**src/rtl/aes_mix_columns_seq.sv**
```systemverilog
// AES forward MixColumns, COLS_PER_CYCLE columns per clock; latency 4/COLS_PER_CYCLE cycles accept->outValid.
// Result held in DONE until outReady; inReady only in IDLE, so one state in flight at a time.
module aes_mix_columns_seq #(
  parameter int COLS_PER_CYCLE = 1
) (
  input  logic         clk,
  input  logic         rst,
  input  logic         inValid,
  output logic         inReady,
  input  logic [127:0] inData,
  input  logic         inBypass,
  output logic         outValid,
  input  logic         outReady,
  output logic [127:0] outData
);

  if (!(COLS_PER_CYCLE == 1 || COLS_PER_CYCLE == 2 || COLS_PER_CYCLE == 4)) begin : g_bad_cols
    $error("aes_mix_columns_seq: COLS_PER_CYCLE must be 1, 2 or 4");
  end

  localparam logic [1:0] CNT_STEP = 2'(COLS_PER_CYCLE);
  localparam logic [1:0] CNT_LAST = 2'(4 - COLS_PER_CYCLE);

  typedef enum logic [1:0] {IDLE, CALC, DONE} state_e;

  state_e       state_q, state_d;
  logic [1:0]   cnt_q, cnt_d;
  logic [127:0] data_q, data_d;
  logic         byp_q, byp_d;
  logic         in_rdy_q, in_rdy_d;
  logic         out_vld_q, out_vld_d;
  logic [1:0]   col_idx;
  logic [31:0]  col_in;

  function automatic logic [7:0] xt(input logic [7:0] x);
    return {x[6:0], 1'b0} ^ (x[7] ? 8'h1B : 8'h00);
  endfunction

  function automatic logic [31:0] mix_col(input logic [31:0] c);
    logic [7:0] b0, b1, b2, b3;
    logic [7:0] r0, r1, r2, r3;
    {b0, b1, b2, b3} = c;
    r0 = xt(b0) ^ xt(b1) ^ b1 ^ b2 ^ b3;
    r1 = b0 ^ xt(b1) ^ xt(b2) ^ b2 ^ b3;
    r2 = b0 ^ b1 ^ xt(b2) ^ xt(b3) ^ b3;
    r3 = xt(b0) ^ b0 ^ b1 ^ b2 ^ xt(b3);
    return {r0, r1, r2, r3};
  endfunction

  always_comb begin
    state_d = state_q;
    cnt_d   = cnt_q;
    data_d  = data_q;
    byp_d   = byp_q;
    col_idx = 2'd0;
    col_in  = 32'd0;
    case (state_q)
      IDLE: begin
        if (inValid && in_rdy_q) begin
          data_d  = inData;
          byp_d   = inBypass;
          cnt_d   = 2'd0;
          state_d = CALC;
        end
      end
      CALC: begin
        // Column k lives at bit offset (3-k)*32, i.e. {~k, 5'b0}.
        for (int g = 0; g < COLS_PER_CYCLE; g++) begin
          col_idx = cnt_q + 2'(g);
          col_in  = data_q[{~col_idx, 5'b00000} +: 32];
          data_d[{~col_idx, 5'b00000} +: 32] = byp_q ? col_in : mix_col(col_in);
        end
        if (cnt_q == CNT_LAST) begin
          cnt_d   = 2'd0;
          state_d = DONE;
        end else begin
          cnt_d = cnt_q + CNT_STEP;
        end
      end
      DONE: begin
        if (outReady) begin
          state_d = IDLE;
        end
      end
      default: state_d = IDLE;
    endcase
    in_rdy_d  = (state_d == IDLE);
    out_vld_d = (state_d == DONE);
  end

  always_ff @(posedge clk) begin
    if (rst) begin
      state_q   <= IDLE;
      cnt_q     <= 2'd0;
      data_q    <= 128'd0;
      byp_q     <= 1'b0;
      in_rdy_q  <= 1'b0;
      out_vld_q <= 1'b0;
    end else begin
      state_q   <= state_d;
      cnt_q     <= cnt_d;
      data_q    <= data_d;
      byp_q     <= byp_d;
      in_rdy_q  <= in_rdy_d;
      out_vld_q <= out_vld_d;
    end
  end

  assign inReady  = in_rdy_q;
  assign outValid = out_vld_q;
  assign outData  = data_q;

endmodule

```
**config.mk**
```make
export PLATFORM = sky130hd
export DESIGN_NAME = aes_mix_columns_seq
export DESIGN_NICKNAME = d
export VERILOG_FILES = /design/src/rtl/aes_mix_columns_seq.sv
export SDC_FILE = /design/constraint.sdc
export NUM_CORES = 1
export LEC_CHECK = 0
export CAP_MARGIN = 25
export CORE_ASPECT_RATIO = 1.1
export CORE_UTILIZATION = 30
export CTS_CLUSTER_DIAMETER = 80
export DETAILED_ROUTE_END_ITERATION = 10
export SETUP_SLACK_MARGIN = 0.1
export SLEW_MARGIN = 10
export SYNTH_ARGS = -nofsm -noshare
export SYNTH_HDL_FRONTEND = slang
export SYNTH_SLANG_ARGS = --single-unit
```
**constraint.sdc**
```tcl
create_clock -name clk -period 2.51 [get_ports clk]
set_input_delay 0.251 -clock clk [delete_from_list [all_inputs] [get_ports clk]]
set_output_delay 0.251 -clock clk [all_outputs]
set_load 0.1 [all_outputs]
```
# [Word-level counts from Yosys, hierarchy flattened]
# Index checks and enable logic that the tools add are counted.
[totals] reg_bits=135 output_inout_bits=130
[classes] add_sub_neg=2 eq_ne=5 shifts=3 mux=15 n_bitwise=21 n_reduce_logical=6
[ops] op="128-bit one-hot mux with 2 select lines" n=1
[ops] op="128-bit bitwise mux" n=1
[ops] op="128-bit 2-to-1 mux" n=1
[ops] op="32-bit by 9-bit variable shift with 128-bit output, first input constant" n=1
[ops] op="128-bit by 8-bit variable part select with 32-bit output" n=1
[ops] op="32-bit by 9-bit variable part select with 128-bit output" n=1
[ops] op="8-bit bitwise XOR" n=16
[ops] op="32-bit 2-to-1 mux" n=1
[ops] op="8-bit by 5-bit bitwise XOR with 8-bit output" n=4
[ops] op="5-bit 2-to-1 mux" n=4
[ops] op="2-bit 2-to-1 mux" n=5
[ops] op="7-bit negation with 9-bit output" n=1
[ops] op="2-bit equality test, second input constant" n=3
[ops] op="2-bit one-hot mux with 3 select lines" n=1
[ops] op="2-bit zero test" n=2
[ops] op="2-bit one-hot mux with 2 select lines" n=1
[ops] op="2-bit AND reduction" n=2
[ops] op="2-bit by 1-bit adder with 2-bit output, second input constant" n=1
[ops] op="2-bit by 1-bit equality test with 1-bit output, second input constant" n=1
[ops] op="2-bit != test, second input constant" n=1
[ops] op="2-bit NOT" n=1
[ops] op="2-bit nonzero test" n=1
[ops] op="1-bit logical AND" n=1

# [Longest topological paths before layout]
[depth] depth_word=12 ltp_mapped=10

# [Least setup slack after synthesis]
# Ideal clock, no wire load.
[synth_timing] path_type="reg2reg" startpoint="reg data_q[95] (netlist: outData[95])" endpoint="reg data_q[59] (netlist: outData[59])" setup_ns=0.112 arrival_ns=2.742 setup_slack_ns=-0.344 stages_incl_launch_ff=6 path_buffers=1 period_less_slack_ns=2.854 cell_sequence="dfxtp_1 -> mux4_2 -> buf_1 -> xnor3_1 -> xnor3_1 -> a2111oi_1"
[synth_via] elab_chain_cells=11
[synth_lines] item="from (decl)" line="28" rtl="logic [127:0] data_q, data_d;"
[synth_lines] item="from (signal assigned)" line="102" rtl="data_q <= data_d;"
[synth_lines] item="128-bit by 8-bit variable part select with 32-bit output (*)" line="70" rtl="col_in = data_q[{~col_idx, 5'b00000} +: 32];"
[synth_lines] item="5-bit 2-to-1 mux" line="36" rtl="return {x[6:0], 1'b0} ^ (x[7] ? 8'h1B : 8'h00);"
[synth_lines] item="8-bit by 5-bit bitwise XOR with 8-bit output" line="36"
[synth_lines] item="8-bit bitwise XOR (on tied branches) (4 in a row)" line="46, 43"
[synth_lines] item="32-bit 2-to-1 mux (*)" line="71" rtl="data_d[{~col_idx, 5'b00000} +: 32] = byp_q ? col_in : mix_col(col_in);"
[synth_lines] item="32-bit by 9-bit variable part select with 128-bit output (*)" line="71"
[synth_lines] item="128-bit bitwise mux (*)" line="71"
[synth_lines] item="128-bit one-hot mux with 2 select lines (*)" line="57" rtl="case (state_q)"
# Mark *: on every way between the ends. The rest lies on a longest branch, timed or not.
# A chain may end at the register's enable or synchronous reset.

# [Worst setup path in the final report]
[layout_timing] startpoint="reg cnt_q[1]" endpoint="reg data_q[125] (netlist: outData[125])"
[layout_via] elab_chain_cells=12
[layout_lines] item="from (decl)" line="27" rtl="logic [1:0] cnt_q, cnt_d;"
[layout_lines] item="from (signal assigned)" line="101" rtl="cnt_q <= cnt_d;"
[layout_lines] item="2-bit NOT (*)" line="70, 71"
[layout_lines] item="128-bit by 8-bit variable part select with 32-bit output" line="70"
[layout_lines] item="5-bit 2-to-1 mux" line="36"
[layout_lines] item="8-bit by 5-bit bitwise XOR with 8-bit output" line="36"
[layout_lines] item="8-bit bitwise XOR (on tied branches) (4 in a row)" line="46, 43, 44"
[layout_lines] item="32-bit 2-to-1 mux" line="71"
[layout_lines] item="32-bit by 9-bit variable part select with 128-bit output" line="71"
[layout_lines] item="128-bit bitwise mux (*)" line="71"
[layout_lines] item="128-bit one-hot mux with 2 select lines (*)" line="57"
# Marks and branches as above.

==> flow_metrics.env <==
export IMPL_status="complete, but fails checks"
export IMPL_violations="negative setup slack"
export IMPL_critPathLaunch="cnt_q[1]"
export IMPL_path_class="reg2reg"
export IMPL_setup_ws_ns=-0.0954
export IMPL_clkSinkCount=135
export IMPL_fp_row_count=71
export IMPL_tns_ns=-1.94
export IMPL_grt_pass1_wl_um=72600
export IMPL_path_buf_inv=3
export IMPL_utilization_pct=48.7
export IMPL_ioPinCount=263
export IMPL_hold_class="in2reg"
export IMPL_synth_edf_count=0
export IMPL_place_ws_ns=-0.179
export IMPL_highest_layer="met4"
export IMPL_yosys_area_top_type="dfxtp_1"
export IMPL_ys_top_cells_by_area="dfxtp_1 26%, a2111oi_0 17%, a211oi_1 9.1%"
export IMPL_routabilityCongestion=0.887
export IMPL_firstDrtPassIters=5
export IMPL_crit_path_max_incr_delay_ns=0.65
export IMPL_drc_errors=0
export IMPL_route_met3_wl_um=4760
export IMPL_postSynthCellCount=1093
export IMPL_final_hold_violation_count=0
export IMPL_clkTransAtPathRegs_ns=0.06
export IMPL_cts_tree="yes"
export IMPL_synth_cell_types=40
export IMPL_end_kind="register"
export IMPL_m1WireLength_um=20400
export IMPL_clock_latency_ns=0.42
export IMPL_cts_root_buf="clkbuf_16"
export IMPL_rsz0062_at_grt="yes"
export IMPL_total_power_mw=13.4
export IMPL_cp_data_required_time_ns=2.83
export IMPL_layout_min_cycle_time_ns=2.61
export IMPL_worstHoldStart="inBypass"
export IMPL_crit_arrival_ns=2.92
export IMPL_grt_max_degree=65
export IMPL_layout_common_cells="234 x buf_4, 132 x nor2_1, 131 x clkdlybuf4s50_1"
export IMPL_vias=11800
export IMPL_synth_ff_type="dfxtp_1"
export IMPL_setup_viol=56
export IMPL_ir_drop_v=0.000630
export IMPL_die_area_um2=35800
export IMPL_wl_met2_um=24400
export IMPL_relSlewSlack_pct=60.1
export IMPL_ys_ff_latch=135
export IMPL_antenna_found_initial=0
export IMPL_async_reset_ff_share_pct=0
export IMPL_crit_fanout=4
export IMPL_synth_top_area_share_pct=25.7
export IMPL_dp_hpwl_um=34400
export IMPL_routed_wl_um=51600
export IMPL_gr_total_overflow=0
export IMPL_drv_slew=0
export IMPL_wl_per_cell_um=28.3
export IMPL_n_antenna_cell=0
export IMPL_start_util_pct=30.6
export IMPL_holdWs_ns=0.415
export IMPL_design_core_area_um2=34400
export IMPL_p_leak_nw=5.70
export IMPL_syn_area_um2=10500
export IMPL_cpMostUsedCell="buf_4"
export IMPL_skew_ns=0.00963
export IMPL_cts_buffers=17
export IMPL_power_density_nw_per_um2=798
export IMPL_synth_fp_nets=1230
export IMPL_clock_path_buffers=2
export IMPL_cp_cell_sequence="buf_4 -> mux4_2 -> xor2_4 -> buf_4 -> xnor3_2 -> buf_4 -> a2111oi_4"
export IMPL_die_h_um=198
export IMPL_avgSynthCellArea_um2=9.63
export IMPL_holdBufCountCts=0
export IMPL_timing_final_crit_share_pct=104
export IMPL_track_usage_pct=27.0
export IMPL_slowest_stage="mux4_2"
export IMPL_final_layout_size_suffix_gt1_share_pct=50.1
export IMPL_drtIter0Drc=1340
export IMPL_grt_pass1_vias=11500
export IMPL_vias_per_cell=6.50
export IMPL_cap_violations=0
export IMPL_fmax_ghz=0.384
export IMPL_layout_commonest_cell="buf_4"
export IMPL_setup_worst_path_start_class="register"
export IMPL_htree_levels=4
export IMPL_worstMarginPinSlew_ns=0.583
export IMPL_ys_seq_area_share_pct=25.7
export IMPL_finalNetCount=1509
export IMPL_port_buffers=262
export IMPL_area_growth_pct=59.1
export IMPL_ys_warn_count=0
export IMPL_cp_top_family="XOR/XNOR gates"
export IMPL_r2r_start="cnt_q[1]"
export IMPL_ant_nets=0
export IMPL_die_w_um=181
tightest hold or removal path, stage by stage:
cell,delay (ns)
clkdlybuf4s50_1,0.42
nand2_1,0.06
a21oi_1,0.05
final timing paths:
kind,to,cells past startpoint,slack (ns)
setup reg to reg,outData[125],7,-0.1
hold reg to reg,outData[0],2,0.51
setup / recovery,outData[125],7,-0.1
hold / removal,byp_q,3,0.42
stage by stage:
step | std cells | area, um2
floorplan | 1093 | 10800
global placement | 1757 | 14200
detailed placement | 1757 | 14200
CTS | 1807 | 15800
global route | 1822 | 16700
finish | 1822 | 16700
layer usage:
| metal | track usage, % | up-vias |
|---|---|---|
| met4 | 11.9 | 0 |
| met1 | 34.4 | 5900 |
| met3 | 5.16 | 138 |
| li1 | - | 5028 |
| met5 | 0 | - |
| met2 | 44.4 | 781 |
flip-flops by register name, summed over array words and instances, names as in the netlist:
name	flops
byp_q	1
cnt_q	2
inReady	1
outData	128
outValid	1
state_q	2
synth_stat cells (4+ instances only):
master and count:
buf_2 21, a21oi_1 10, dfxtp_1 135, and3b_1 5, buf_4 11, xnor3_1 39
o21a_1 36, a2111oi_0 202, xor2_1 13, a2111oi_2 12, and3_1 35, nand2_1 6
a21o_1 4, ha_1 4, a211oi_1 128, nor2_1 132, xnor2_4 4, mux4_2 32
xor2_2 4, xor3_1 4, and2_1 60, o21ai_0 4, nor3b_1 5, a2111oi_1 42
clkbuf_1 119, xnor2_2 4
final cells by class:
| type | instances | area (um2) |
|---|---|---|
| clock inverter | 8 | 120 |
| clock buffer | 23 | 488 |
| tap | 438 | 548 |
| multi-input combinational | 798 | 8670 |
| inverter | 2 | 7.51 |
| fill | 3083 | 17600 |
| timing repair buffer | 418 | 4020 |
| sequential | 135 | 2890 |
power by group:
part	internal, mW	switching (mW)	leakage (nW)
clock	1.66	1.06	0.295
combinational	2.87	5.04	4.24
sequential	2.45	0.289	1.16
total	6.98	6.38	5.70
cell families (layout without fill, tap and decap cells):
kind of cell / count (synthesis) / in the layout / synth area share (%)
simple gates: 253 / 253 / 12.0
xor+xnor: 71 / 71 / 13.0
flops: 135 / 135 / 25.7
fa+ha+maj: 4 / 4 / 0.475
compound gates: 438 / 438 / 35.2
mux: 32 / 32 / 6.85
buf+inv: 160 / 451 / 6.82
timing repair:
item	CTS	global route
endpoints found under the setup margin	128	128
cloned	5	4
gates resized for setup	200	180
setup buffers	14	11
pin swaps	39	31
(Power assumes the default switching activity.)
